### src/rtl/config_seq_pkg.sv
// Shared FSM state encoding and default parameter values for the
// configuration word sequencer.
package config_seq_pkg;

  typedef enum logic [2:0] {
    S_IDLE,
    S_LOAD,
    S_REQ,
    S_RELEASE,
    S_GAP,
    S_FIN
  } state_e;

  localparam int DEF_NO_CFG_BITS    = 24;
  localparam int DEF_NO_WORDS       = 8;
  localparam int DEF_GAP_CYCLES     = 48;
  localparam int DEF_TIMEOUT_CYCLES = 2400000;

endpackage

### src/rtl/config_seq_tbl.sv
// Word table for config_seq: synchronous write, registered read port that
// only updates on rd_en_i, whole table cleared by asynchronous reset.
module config_seq_tbl #(
  parameter int W     = 24,
  parameter int DEPTH = 8,
  parameter int AW    = $clog2(DEPTH)
) (
  input  logic          clk_i,
  input  logic          rst_i,
  input  logic          wr_en_i,
  input  logic [AW-1:0] wr_addr_i,
  input  logic [W-1:0]  wr_data_i,
  input  logic          rd_en_i,
  input  logic [AW-1:0] rd_addr_i,
  output logic [W-1:0]  rd_data_o
);

  logic [W-1:0] mem_q [DEPTH];
  logic [W-1:0] rd_data_q;

  always_ff @(posedge clk_i or posedge rst_i) begin
    if (rst_i) begin
      for (int i = 0; i < DEPTH; i++) begin
        mem_q[i] <= '0;
      end
    end else if (wr_en_i) begin
      mem_q[wr_addr_i] <= wr_data_i;
    end
  end

  // The read register doubles as the word presented to the transmitter,
  // so it must hold its value between loads.
  always_ff @(posedge clk_i or posedge rst_i) begin
    if (rst_i) begin
      rd_data_q <= '0;
    end else if (rd_en_i) begin
      rd_data_q <= mem_q[rd_addr_i];
    end
  end

  assign rd_data_o = rd_data_q;

endmodule

### src/rtl/config_seq.sv
// Sends the first NUM_WORDS table entries to a config transmitter with a fixed
// idle gap between words. Define CONFIG_SEQ_TIMEOUT_EN to add a handshake watchdog.
module config_seq
  import config_seq_pkg::*;
#(
  parameter int C_NO_CFG_BITS    = DEF_NO_CFG_BITS,
  parameter int C_NO_WORDS       = DEF_NO_WORDS,
  parameter int C_GAP_CYCLES     = DEF_GAP_CYCLES,
  parameter int C_TIMEOUT_CYCLES = DEF_TIMEOUT_CYCLES
) (
  input  logic                          CLOCK,
  input  logic                          RESET,
  input  logic                          GO,
  input  logic [$clog2(C_NO_WORDS):0]   NUM_WORDS,
  input  logic                          WR_EN,
  input  logic [$clog2(C_NO_WORDS)-1:0] WR_ADDR,
  input  logic [C_NO_CFG_BITS-1:0]      WR_DATA,
  output logic                          CFG_START,
  output logic [C_NO_CFG_BITS-1:0]      CFG_DATA,
  input  logic                          CFG_END,
  output logic                          BUSY,
  output logic                          DONE,
  output logic                          ERR
);

  localparam int AW = $clog2(C_NO_WORDS);
  localparam int CW = AW + 1;
  localparam int GW = $clog2(C_GAP_CYCLES) + 1;

  state_e          state_q, state_d;
  logic [CW-1:0]   index_q, index_d;
  logic [CW-1:0]   count_q, count_d;
  logic [GW-1:0]   gap_cnt_q, gap_cnt_d;
  logic            start_q, start_d;
  logic            busy_q, busy_d;
  logic            done_q, done_d;
  logic [CW-1:0]   eff_count;
  logic [CW-1:0]   index_next;
  logic            gap_done;
  logic            tbl_rd_en;
  logic            tbl_wr_en;
  logic            wd_expired;

  assign eff_count  = (NUM_WORDS > CW'(C_NO_WORDS)) ? CW'(C_NO_WORDS) : NUM_WORDS;
  assign index_next = index_q + CW'(1);
  assign gap_done   = (gap_cnt_q == GW'(C_GAP_CYCLES - 1));
  assign tbl_wr_en  = WR_EN && !busy_q;

  config_seq_tbl #(
    .W     (C_NO_CFG_BITS),
    .DEPTH (C_NO_WORDS),
    .AW    (AW)
  ) u_tbl (
    .clk_i     (CLOCK),
    .rst_i     (RESET),
    .wr_en_i   (tbl_wr_en),
    .wr_addr_i (WR_ADDR),
    .wr_data_i (WR_DATA),
    .rd_en_i   (tbl_rd_en),
    .rd_addr_i (index_q[AW-1:0]),
    .rd_data_o (CFG_DATA)
  );

  always_ff @(posedge CLOCK or posedge RESET) begin
    if (RESET) begin
      state_q   <= S_IDLE;
      index_q   <= '0;
      count_q   <= '0;
      gap_cnt_q <= '0;
      start_q   <= 1'b0;
      busy_q    <= 1'b0;
      done_q    <= 1'b0;
    end else begin
      state_q   <= state_d;
      index_q   <= index_d;
      count_q   <= count_d;
      gap_cnt_q <= gap_cnt_d;
      start_q   <= start_d;
      busy_q    <= busy_d;
      done_q    <= done_d;
    end
  end

  // A zero effective count skips straight to FIN so DONE still pulses.
  always_comb begin
    state_d = state_q;
    unique case (state_q)
      S_IDLE:    if (GO) state_d = (eff_count == '0) ? S_FIN : S_LOAD;
      S_LOAD:    state_d = S_REQ;
      S_REQ: begin
        if (CFG_END)         state_d = S_RELEASE;
        else if (wd_expired) state_d = S_FIN;
      end
      S_RELEASE: begin
        if (!CFG_END)        state_d = S_GAP;
        else if (wd_expired) state_d = S_FIN;
      end
      S_GAP:     if (gap_done) state_d = (index_next < count_q) ? S_LOAD : S_FIN;
      S_FIN:     state_d = S_IDLE;
      default:   state_d = S_IDLE;
    endcase
  end

  always_comb begin
    index_d   = index_q;
    count_d   = count_q;
    gap_cnt_d = '0;
    tbl_rd_en = 1'b0;
    unique case (state_q)
      S_IDLE: begin
        if (GO) begin
          index_d = '0;
          count_d = eff_count;
        end
      end
      S_LOAD: tbl_rd_en = 1'b1;
      S_GAP: begin
        gap_cnt_d = gap_cnt_q + GW'(1);
        if (gap_done) index_d = index_next;
      end
      default: ;
    endcase
    start_d = (state_d == S_REQ);
    busy_d  = (state_d != S_IDLE);
    done_d  = (state_q == S_FIN);
  end

`ifdef CONFIG_SEQ_TIMEOUT_EN
  localparam int WDW = $clog2(C_TIMEOUT_CYCLES) + 1;

  logic [WDW-1:0] wd_cnt_q, wd_cnt_d;
  logic           err_q, err_d;
  logic           waiting;

  assign waiting    = (state_q == S_REQ) || (state_q == S_RELEASE);
  assign wd_expired = waiting && (wd_cnt_q >= WDW'(C_TIMEOUT_CYCLES - 1));

  // Counter saturates at the limit so a late expiry cannot wrap and be missed.
  always_comb begin
    wd_cnt_d = '0;
    if (waiting) wd_cnt_d = wd_expired ? wd_cnt_q : wd_cnt_q + WDW'(1);
    err_d = err_q;
    if (state_q == S_IDLE && GO)          err_d = 1'b0;
    else if (waiting && state_d == S_FIN) err_d = 1'b1;
  end

  always_ff @(posedge CLOCK or posedge RESET) begin
    if (RESET) begin
      wd_cnt_q <= '0;
      err_q    <= 1'b0;
    end else begin
      wd_cnt_q <= wd_cnt_d;
      err_q    <= err_d;
    end
  end

  assign ERR = err_q;
`else
  assign wd_expired = 1'b0;
  assign ERR        = 1'b0;
`endif

  assign CFG_START = start_q;
  assign BUSY      = busy_q;
  assign DONE      = done_q;

endmodule

### config.mk
export PLATFORM = sky130hd
export DESIGN_NAME = config_seq
export DESIGN_NICKNAME = d
export VERILOG_FILES = /design/src/rtl/config_seq_pkg.sv /design/src/rtl/config_seq_tbl.sv /design/src/rtl/config_seq.sv
export SDC_FILE = /design/constraint.sdc
export NUM_CORES = 1
export LEC_CHECK = 0
export ABC_AREA = 1
export CAP_MARGIN = 20
export CORE_MARGIN = 5
export CORE_UTILIZATION = 60
export DETAILED_ROUTE_END_ITERATION = 16
export PLACE_DENSITY = 0.89
export SETUP_SLACK_MARGIN = 0.05
export SYNTH_ARGS = -nofsm -noshare
export SYNTH_HDL_FRONTEND = slang
export SYNTH_HIERARCHICAL = 1
export SYNTH_SLANG_ARGS = --single-unit
### constraint.sdc
create_clock -name CLOCK -period 17.1 [get_ports CLOCK]
set_input_delay 3.42 -clock CLOCK [delete_from_list [all_inputs] [get_ports CLOCK]]
set_output_delay 3.42 -clock CLOCK [all_outputs]
set_load 0.05 [all_outputs]
# After elaboration in Yosys (flattened, before gate mapping)
# Cells that the tools add are included.
# word_totals
rom_bits	0
mem_count	0
wordCells	62
ram_bits	0
out_inout_bits	28
latch_bits	0
regBits	237
in_bits	36
# op_classes
n_addsub	2
multipliers	0
n_bitwise	2
mux	19
div	0
n_reduce_logical	9
n_eq_ne	9
shift	0
n_lt_le_gt_ge	5
# op_table
cell	n
$bwmux 192	1
$bmux 24 s3	1
$demux 24 s3	1
$mux 24	3
$mux 3	6
$pmux 3 s5	1
$mux 4	3
$eq 3x2->1 const B	3
$ge 4x4->1 const B	2
$not 3->4	2
$pmux 4 s2	1
$add 7x1->7 const B	1
$eq 7x6->1 const B	1
$mux 7	1
$eq 3x3->1 const B	2
$add 4x1->4 const B	1
$gt 4x4->1 const B	1
$logic_not 4->1	1
$lt 4x1->1 const B	1
$lt 4x4->1	1
$ne 2x2->1 const B	2
$eq 3x1->1 const B	1
$logic_not 3->1	1
$reduce_and 3->1	1
other kinds (6)	7

# Depth between registers and ports, before layout
# Gate-level depths: netlist (run 1).
# depth
word_depth	7
depth_mapped	12

# Cells and area by module
# Netlist (run 1), hierarchy kept.
# modules_own_cells
module	n_inst	seq_area_each_um2	area_per_inst_um2	cells_per_inst
config_seq_tbl	1	5405.2	10148.5	1303
config_seq	1	525.5	1074.8	122

# Least setup slack after synthesis (run 1)
# Ideal clock, no wire load.
# synth_path
kind	input-to-reg
from	input port WR_EN
to	register u_tbl/mem_q[174] (netlist bit)
arrival_time_ps	4253
stages	9
t_required_ps	16970
path_slack_ps	12717
cell_sequence	inv_1 -> nor2_1 -> inv_1 -> nor2_2 -> nand2_1 -> buf_2 -> buf_2 -> nand2_1 -> o21ai_0
# synth_via
elab_chain_len	1
# synth_rtl
item	line	rtl
from (decl)	config_seq.sv:15	input logic WR_EN,
$logic_and 1x1->1	config_seq.sv:47	assign tbl_wr_en = WR_EN && !busy_q;
net tbl_wr_en	config_seq.sv:41	logic tbl_wr_en;
to (signal, indexed assignment)	config_seq_tbl.sv:27	mem_q[wr_addr_i] <= wr_data_i;
to (decl)	config_seq_tbl.sv:18	logic [W-1:0] mem_q [DEPTH];
# The timed path passes the listed nets, and every way through them passes these cells.
# A chain may end at the register's enable or synchronous reset.

# Worst setup path after layout (run 1)
# layout_path
from	register u_tbl.rd_data_q[17] (netlist: u_tbl/rd_data_o[17])
to	output port CFG_DATA[17]
# layout_rtl
item	line	rtl
from (decl)	config_seq_tbl.sv:19	logic [W-1:0] rd_data_q;
from (signal assigned)	config_seq_tbl.sv:37	rd_data_q <= mem_q[rd_addr_i];
to (decl)	config_seq.sv:19	output logic [C_NO_CFG_BITS-1:0] CFG_DATA,
# No word-level cell between the ends.

==> impl_metrics.yaml, run 1 <==
final_layout:
  final_cell_mix: "nand2_1 (502), dfrtp_1 (235), inv_1 (195), o21ai_0 (168), nand3_1 (158)"
  drive_above_1_share_pct: 5.11
  num-nets-final: 1488
  area_growth_pct: 12.6
  antenna_cells: 0
  nFillCells: 1361
  final_common_cell: "nand2_1"
  multi_input_area_um2: 4000
  final_area_um2: 12600
  seqCellArea_um2: 5940
pwr:
  combinationalPowerShare_pct: 30.2
  power_w: 0.00216
  p_seq_share_pct: 43.1
  ir_worst_vdd_v: 0.000123
  p_switching_w: 0.000773
  p_per_area_nw_per_um2: 171
  pwr-share-clk_pct: 26.7
  intPower_w: 0.00139
  p_sw_share_pct: 35.8
  cellLeakagePower_nw: 6.48
clocking:
  cts.htree.levels: 1
  holdBufCountCts: 0
  cts_buffers: 26
  cts_tree: "yes"
  clk_path_buf_depth: 3
  cts_setup_buffers: 0
  worstSkewPairLatency_ns: 0.54
  cts-resized-gates: 0
  clock_sinks: 237
  clk_pin_slew_ns: 0.06
  clockRootBuffer: "clkbuf_16"
floorplanning:
  die-height_um: 147
  core_um2: 18600
  rows: 50
  num_io_pins: 64
  die-area_um2: 21500
  start_util_pct: 60.4
  die_w_um: 147
setup_path:
  crit_type: "reg -> out"
  crit_buf_inv: 1
  cp.arrival_ns: 1.73
  critPathMaxFanout: 2
  startpoint_type: "flip-flop"
  worstPathRequired_ns: 13.68
  r2r_setup_slack_ns: 14.68
  cp-end-kind: "output port"
  max_stage_delay_ns: 0.82
  crit_cells: 1
  cp_top_family: "buffers and inverters"
  crit_chain: "clkdlybuf4s50_1"
  r2r_cells: 6
  cpMaxStageDelayCell: "clkdlybuf4s50_1"
synthesis:
  syn_area_um2: 11200
  synth.area.mux_share_pct: 0
  synth-compound-area-share_pct: 9.31
  synth_top_family_by_area: "simple AND/OR/NAND/NOR gates"
  synth_xor_area_share_pct: 0.156
  synth_seq_cells: 237
  synth_fa_ha_area_share_pct: 0.557
  synthCells: 1425
  yosysUniqueCellTypes: 32
  synth-simple-area-share_pct: 25.5
  ys_warn_count: 6
  syn_nets: 1466
  synth_area_per_cell_um2: 7.88
  synth_seq_area_share_pct: 52.8
timing:
  finalCriticalPeriod_ns: 5.15
  slew-limit-headroom_pct: 20.5
  tns_ns: 0
  fin_crit_sh_pct: 30.1
  worst_pin_slew_ns: 1.19
  drv_slew: 0
  setup-violations-final: 0
  hold_violations: 0
  skew_ns: 0.0226
  rsz0062_at_grt: "false"
  fmax_mhz: 194
global_routing:
  grt_pass1_wl_um: 46400
  grt_pass1_vias: 9694
  antenna_found_initial: 0
  grt_max_degree: 140
  grt_util_all_layers_pct: 25.9
  grt_overflow: 0
placement:
  io_buffers: 62
  dpl_cell_area_um2: 11700
  place_congestion: 0.774
  dp_hpwl_um: 15600
drt:
  wire_per_inst_um: 16.7
  via_count: 9715
  drc: 0
  drt_pass1_iterations: 5
  ant_nets: 0
  vias_per_cell: 5.71
  wl_um: 28300
  drt_iter0_markers: 1167
run_status:
  status: "completed"
job:
  maxCapViolCount: 0
worst_hold_path:
  hp-class: "reg -> reg"
  hold_depth: 1
[sequential cells by signal, indices dropped and copies added, names as in the netlist]
| name | flops |
|---|---|
| CFG_START | 1 |
| state_q | 3 |
| BUSY | 1 |
| count_q | 4 |
| u_tbl/mem_q | 192 |
| DONE | 1 |
| gap_cnt_q | 7 |
| u_tbl/rd_data_o | 24 |
| index_q | 4 |
[logic make-up (layout without fill, tap and decap cells)]
| kind of cell | after synthesis | count (layout) |
|---|---|---|
| simple gates | 689 | 689 |
| buf+inv | 284 | 326 |
| compound gates | 207 | 207 |
| xor+xnor | 2 | 2 |
| other cells | 1 | 1 |
| fa+ha+maj | 5 | 5 |
| flops | 237 | 237 |
[final timing paths]
kind / startpoint / end
min in group asynchronous: RESET / u_tbl/mem_q[137]
hold reg to reg: gap_cnt_q[0] / gap_cnt_q[0]
hold / removal: gap_cnt_q[0] / gap_cnt_q[0]
setup reg to reg: index_q[1] / u_tbl/rd_data_o[23]
setup / recovery: u_tbl/rd_data_o[17] / CFG_DATA[17]
max in group asynchronous: RESET / u_tbl/mem_q[156]
[metal layers]
layer / GRT usage (%) / routed length (um) / share of wire (%)
met5: 0 / 0 / 0
met4: 12.1 / 1320 / 4.6
met3: 3.30 / 2240 / 7.9
met2: 43.7 / 13800 / 49
met1: 33.4 / 11000 / 39
[synthesized netlist by cell type]
cell type / number / share of area (%)
o21ai_2: 1 / 0.078
nor2_4: 1 / 0.10
conb_1: 1 / 0.033
a21oi_1: 5 / 0.22
inv_4: 2 / 0.11
nand3_2: 2 / 0.18
xor2_1: 1 / 0.078
buf_4: 10 / 0.67
buf_6: 22 / 2.2
o22ai_1: 2 / 0.11
nor3_2: 2 / 0.18
nor3_1: 2 / 0.089
nand3_1: 158 / 7.0
o21ai_1: 30 / 1.3
ha_1: 5 / 0.56
dfrtp_1: 237 / 53
nor2_1: 15 / 0.50
nor2_8: 1 / 0.18
nor4_1: 1 / 0.056
inv_1: 196 / 6.6
clkbuf_1: 23 / 0.77
buf_1: 5 / 0.17
inv_2: 4 / 0.13
nor2_2: 2 / 0.11
nand3b_1: 1 / 0.067
o21ai_0: 168 / 7.5
buf_2: 22 / 0.98
o21a_1: 1 / 0.067
nand2_1: 502 / 17
nand4_2: 1 / 0.11
xnor2_1: 1 / 0.078
nand2_4: 1 / 0.10
[per-stage QoR]
step	hold slack, ns	std cells	utilization (%)	worst slack, ns
6_report	0.472	1701	68.0	11.95
5_1_grt	0.482	1701	68.0	11.61
4_1_cts	0.477	1700	67.8	11.90
3_5_place_dp	0.465	1652	63.1	11.35
3_3_place_gp	0.445	1652	63.1	11.39
2_1_floorplan	0.428	1425	-	7.77
[area by class of cell]
cell class	instances	area share [%]
multi-input combinational	904	31.7
inverter	202	6.10
clock inverter	9	1.07
tap	234	2.32
sequential	237	47.0
clock buffer	39	5.93
timing repair buffer	76	5.90
[power by group through the flow]
| stage | Combinational [W] | Clock, W | Sequential (W) |
|---|---|---|---|
| floorplan | 0.000374 | 0 | 0.00100 |
| global placement | 0.000597 | 0 | 0.000918 |
| detailed placement | 0.000631 | 0 | 0.000930 |
| CTS | 0.000645 | 0.000581 | 0.000926 |
| global route | 0.000738 | 0.000606 | 0.000957 |
| finish | 0.000653 | 0.000576 | 0.000931 |
(Power assumes the default switching activity.)
==> run 2: changes to the inputs <==
--- a/config.mk
+++ b/config.mk
@@ -8,9 +8,9 @@
 export ABC_AREA = 1
 export CAP_MARGIN = 20
 export CORE_MARGIN = 5
-export CORE_UTILIZATION = 60
+export CORE_UTILIZATION = 54
 export DETAILED_ROUTE_END_ITERATION = 16
-export PLACE_DENSITY = 0.89
+export PLACE_DENSITY = 0.85
 export SETUP_SLACK_MARGIN = 0.05
 export SYNTH_ARGS = -nofsm -noshare
 export SYNTH_HDL_FRONTEND = slang
==> constraint.sdc (replaced) <==
create_clock -name CLOCK -period 4.2 [get_ports CLOCK]
set_input_delay 0.84 -clock CLOCK [delete_from_list [all_inputs] [get_ports CLOCK]]
set_output_delay 0.84 -clock CLOCK [all_outputs]
set_load 0.05 [all_outputs]
==> run 2 against run 1 <==
Routed wire length down 5.6%. Register-to-register slack worse by 13 ns. Setup slack worse by 10 ns. Largest cell class unchanged. Highest routed layer unchanged.
==> impl_metrics.yaml, run 2 (synthesis gave the netlist of run 1 again) <==
clocking:
  clockRootBuffer: "clkbuf_16"
  cts-resized-gates: 0
  clk_pin_slew_ns: 0.06
  worstSkewPairLatency_ns: 0.51
  cts_buffers: 24
  holdBufCountCts: 0
  cts_setup_buffers: 0
  clk_path_buf_depth: 3
  clock_sinks: 237
  cts_tree: "yes"
  cts.htree.levels: 1
setup_path:
  cp-end-kind: "output port"
  crit_buf_inv: 1
  cpMaxStageDelayCell: "clkdlybuf4s50_1"
  max_stage_delay_ns: 0.81
  cp.arrival_ns: 1.68
  worstPathRequired_ns: 3.36
  cp_top_family: "buffers and inverters"
  crit_type: "reg -> out"
  critPathMaxFanout: 2
  startpoint_type: "flip-flop"
  crit_chain: "clkdlybuf4s50_1"
job:
  maxCapViolCount: 0
final_layout:
  final_cell_mix: "nand2_1 (502), dfrtp_1 (235), inv_1 (195), o21ai_0 (168), nand3_1 (158)"
  seqCellArea_um2: 5940
  top_register: "u_tbl/mem_q"
  post-route-util_pct: 61.8
  antenna_cells: 0
  multi_input_area_um2: 4000
  area_growth_pct: 12.1
  final_area_um2: 12600
  nFillCells: 1705
  largest_reg_flops: 192
  final_common_cell: "nand2_1"
  drive_above_1_share_pct: 4.92
  num-nets-final: 1489
floorplanning:
  rows: 52
  die-height_um: 154
  num_io_pins: 64
  start_util_pct: 55.1
  die_w_um: 154
  core_um2: 20400
  die-area_um2: 23800
placement:
  io_buffers: 62
  place_congestion: 0.777
  dpl_cell_area_um2: 11800
  dp_hpwl_um: 14600
pwr:
  ir_worst_vdd_v: 0.000305
  p_per_area_nw_per_um2: 670
  cellLeakagePower_nw: 6.43
  power_w: 0.00842
timing:
  fin_crit_sh_pct: 60.1
  slew-limit-headroom_pct: 23.5
  setup-violations-final: 0
  rsz0062_at_grt: "false"
  finalCriticalPeriod_ns: 2.52
  hold_violations: 0
  fmax_mhz: 396
  worst_pin_slew_ns: 1.15
  skew_ns: 0.00861
  drv_slew: 0
  tns_ns: 0
drt:
  via_count: 9329
  drt_pass1_iterations: 5
  ant_nets: 0
  vias_per_cell: 5.38
  drc: 0
  drt_iter0_markers: 986
  wire_per_inst_um: 15.4
  wl_um: 26700
global_routing:
  grt_pass1_wl_um: 44500
  grt_max_degree: 133
  grt_util_all_layers_pct: 22.5
  grt_overflow: 0
  antenna_found_initial: 0
  grt_pass1_vias: 9174
run_status:
  status: "completed"
worst_hold_path:
  hp-class: "reg -> reg"
[run 2: cell types whose count changed in the layout (fill, tap and decap cells not counted)]
cell / previous run / this run
clkinv_2: 4 / 1
clkbuf_16: 26 / 25
bufinv_16: 3 / 0
buf_16: 1 / 0
clkbuf_1: 8 / 7
clkinvlp_4: 0 / 1
buf_12: 0 / 1
clkinv_8: 1 / 0
inv_8: 1 / 0
buf_8: 0 / 1
buf_4: 13 / 15
inv_6: 1 / 0
clkbuf_8: 5 / 8
[run 2: layout make-up]
| class | instances | area share (%) |
|---|---|---|
| Clock buffer | 40 | 6.06 |
| Clock inverter | 1 | 0.0398 |
| Inverter | 202 | 6.10 |
| Tap cell | 270 | 2.69 |
| Multi-Input combinational cell | 904 | 31.8 |
| Timing Repair Buffer | 79 | 6.11 |
| Sequential cell | 237 | 47.2 |
[run 2: path summary, 6_finish.rpt]
path	cells past startpoint	startpoint	end	slack, ns
min reg2reg	1	gap_cnt_q[0]	gap_cnt_q[0]	0.45
min	1	gap_cnt_q[0]	gap_cnt_q[0]	0.45
max in group asynchronous	3	RESET	u_tbl/mem_q[134]	2.46
min in group asynchronous	2	RESET	u_tbl/rd_data_o[16]	0.72
max	1	u_tbl/rd_data_o[10]	CFG_DATA[10]	1.68
max reg2reg	5	index_q[2]	u_tbl/rd_data_o[4]	2.06
[run 2: power breakdown]
part / internal, W / switching, W
Sequential: 0.00326 / 0.000502
Clock: 0.00122 / 0.000852
Combinational: 0.000957 / 0.00163
Total: 0.00544 / 0.00298
[run 2: metrics by stage]
step	hold WS [ns]	std cells	setup WS, ns
detailed placement	0.449	1691	1.21
finish	0.453	1733	1.68
global route	0.475	1733	1.58
CTS	0.457	1732	1.64
floorplan	0.428	1425	0.548
global placement	0.443	1691	1.29
[run 2: per-layer routing]
| metal | global-route usage [%] | part of all wire [%] | routed length (um) | up-vias |
|---|---|---|---|---|
| met1 | 30.6 | 42 | 11200 | 4417 |
| met2 | 36.3 | 47 | 12500 | 370 |
| met4 | 8.07 | 3.1 | 827 | 0 |
| li1 | - | - | - | 4470 |
| met3 | 4.10 | 8.5 | 2270 | 72 |
| met5 | 0 | 0 | 0 | - |
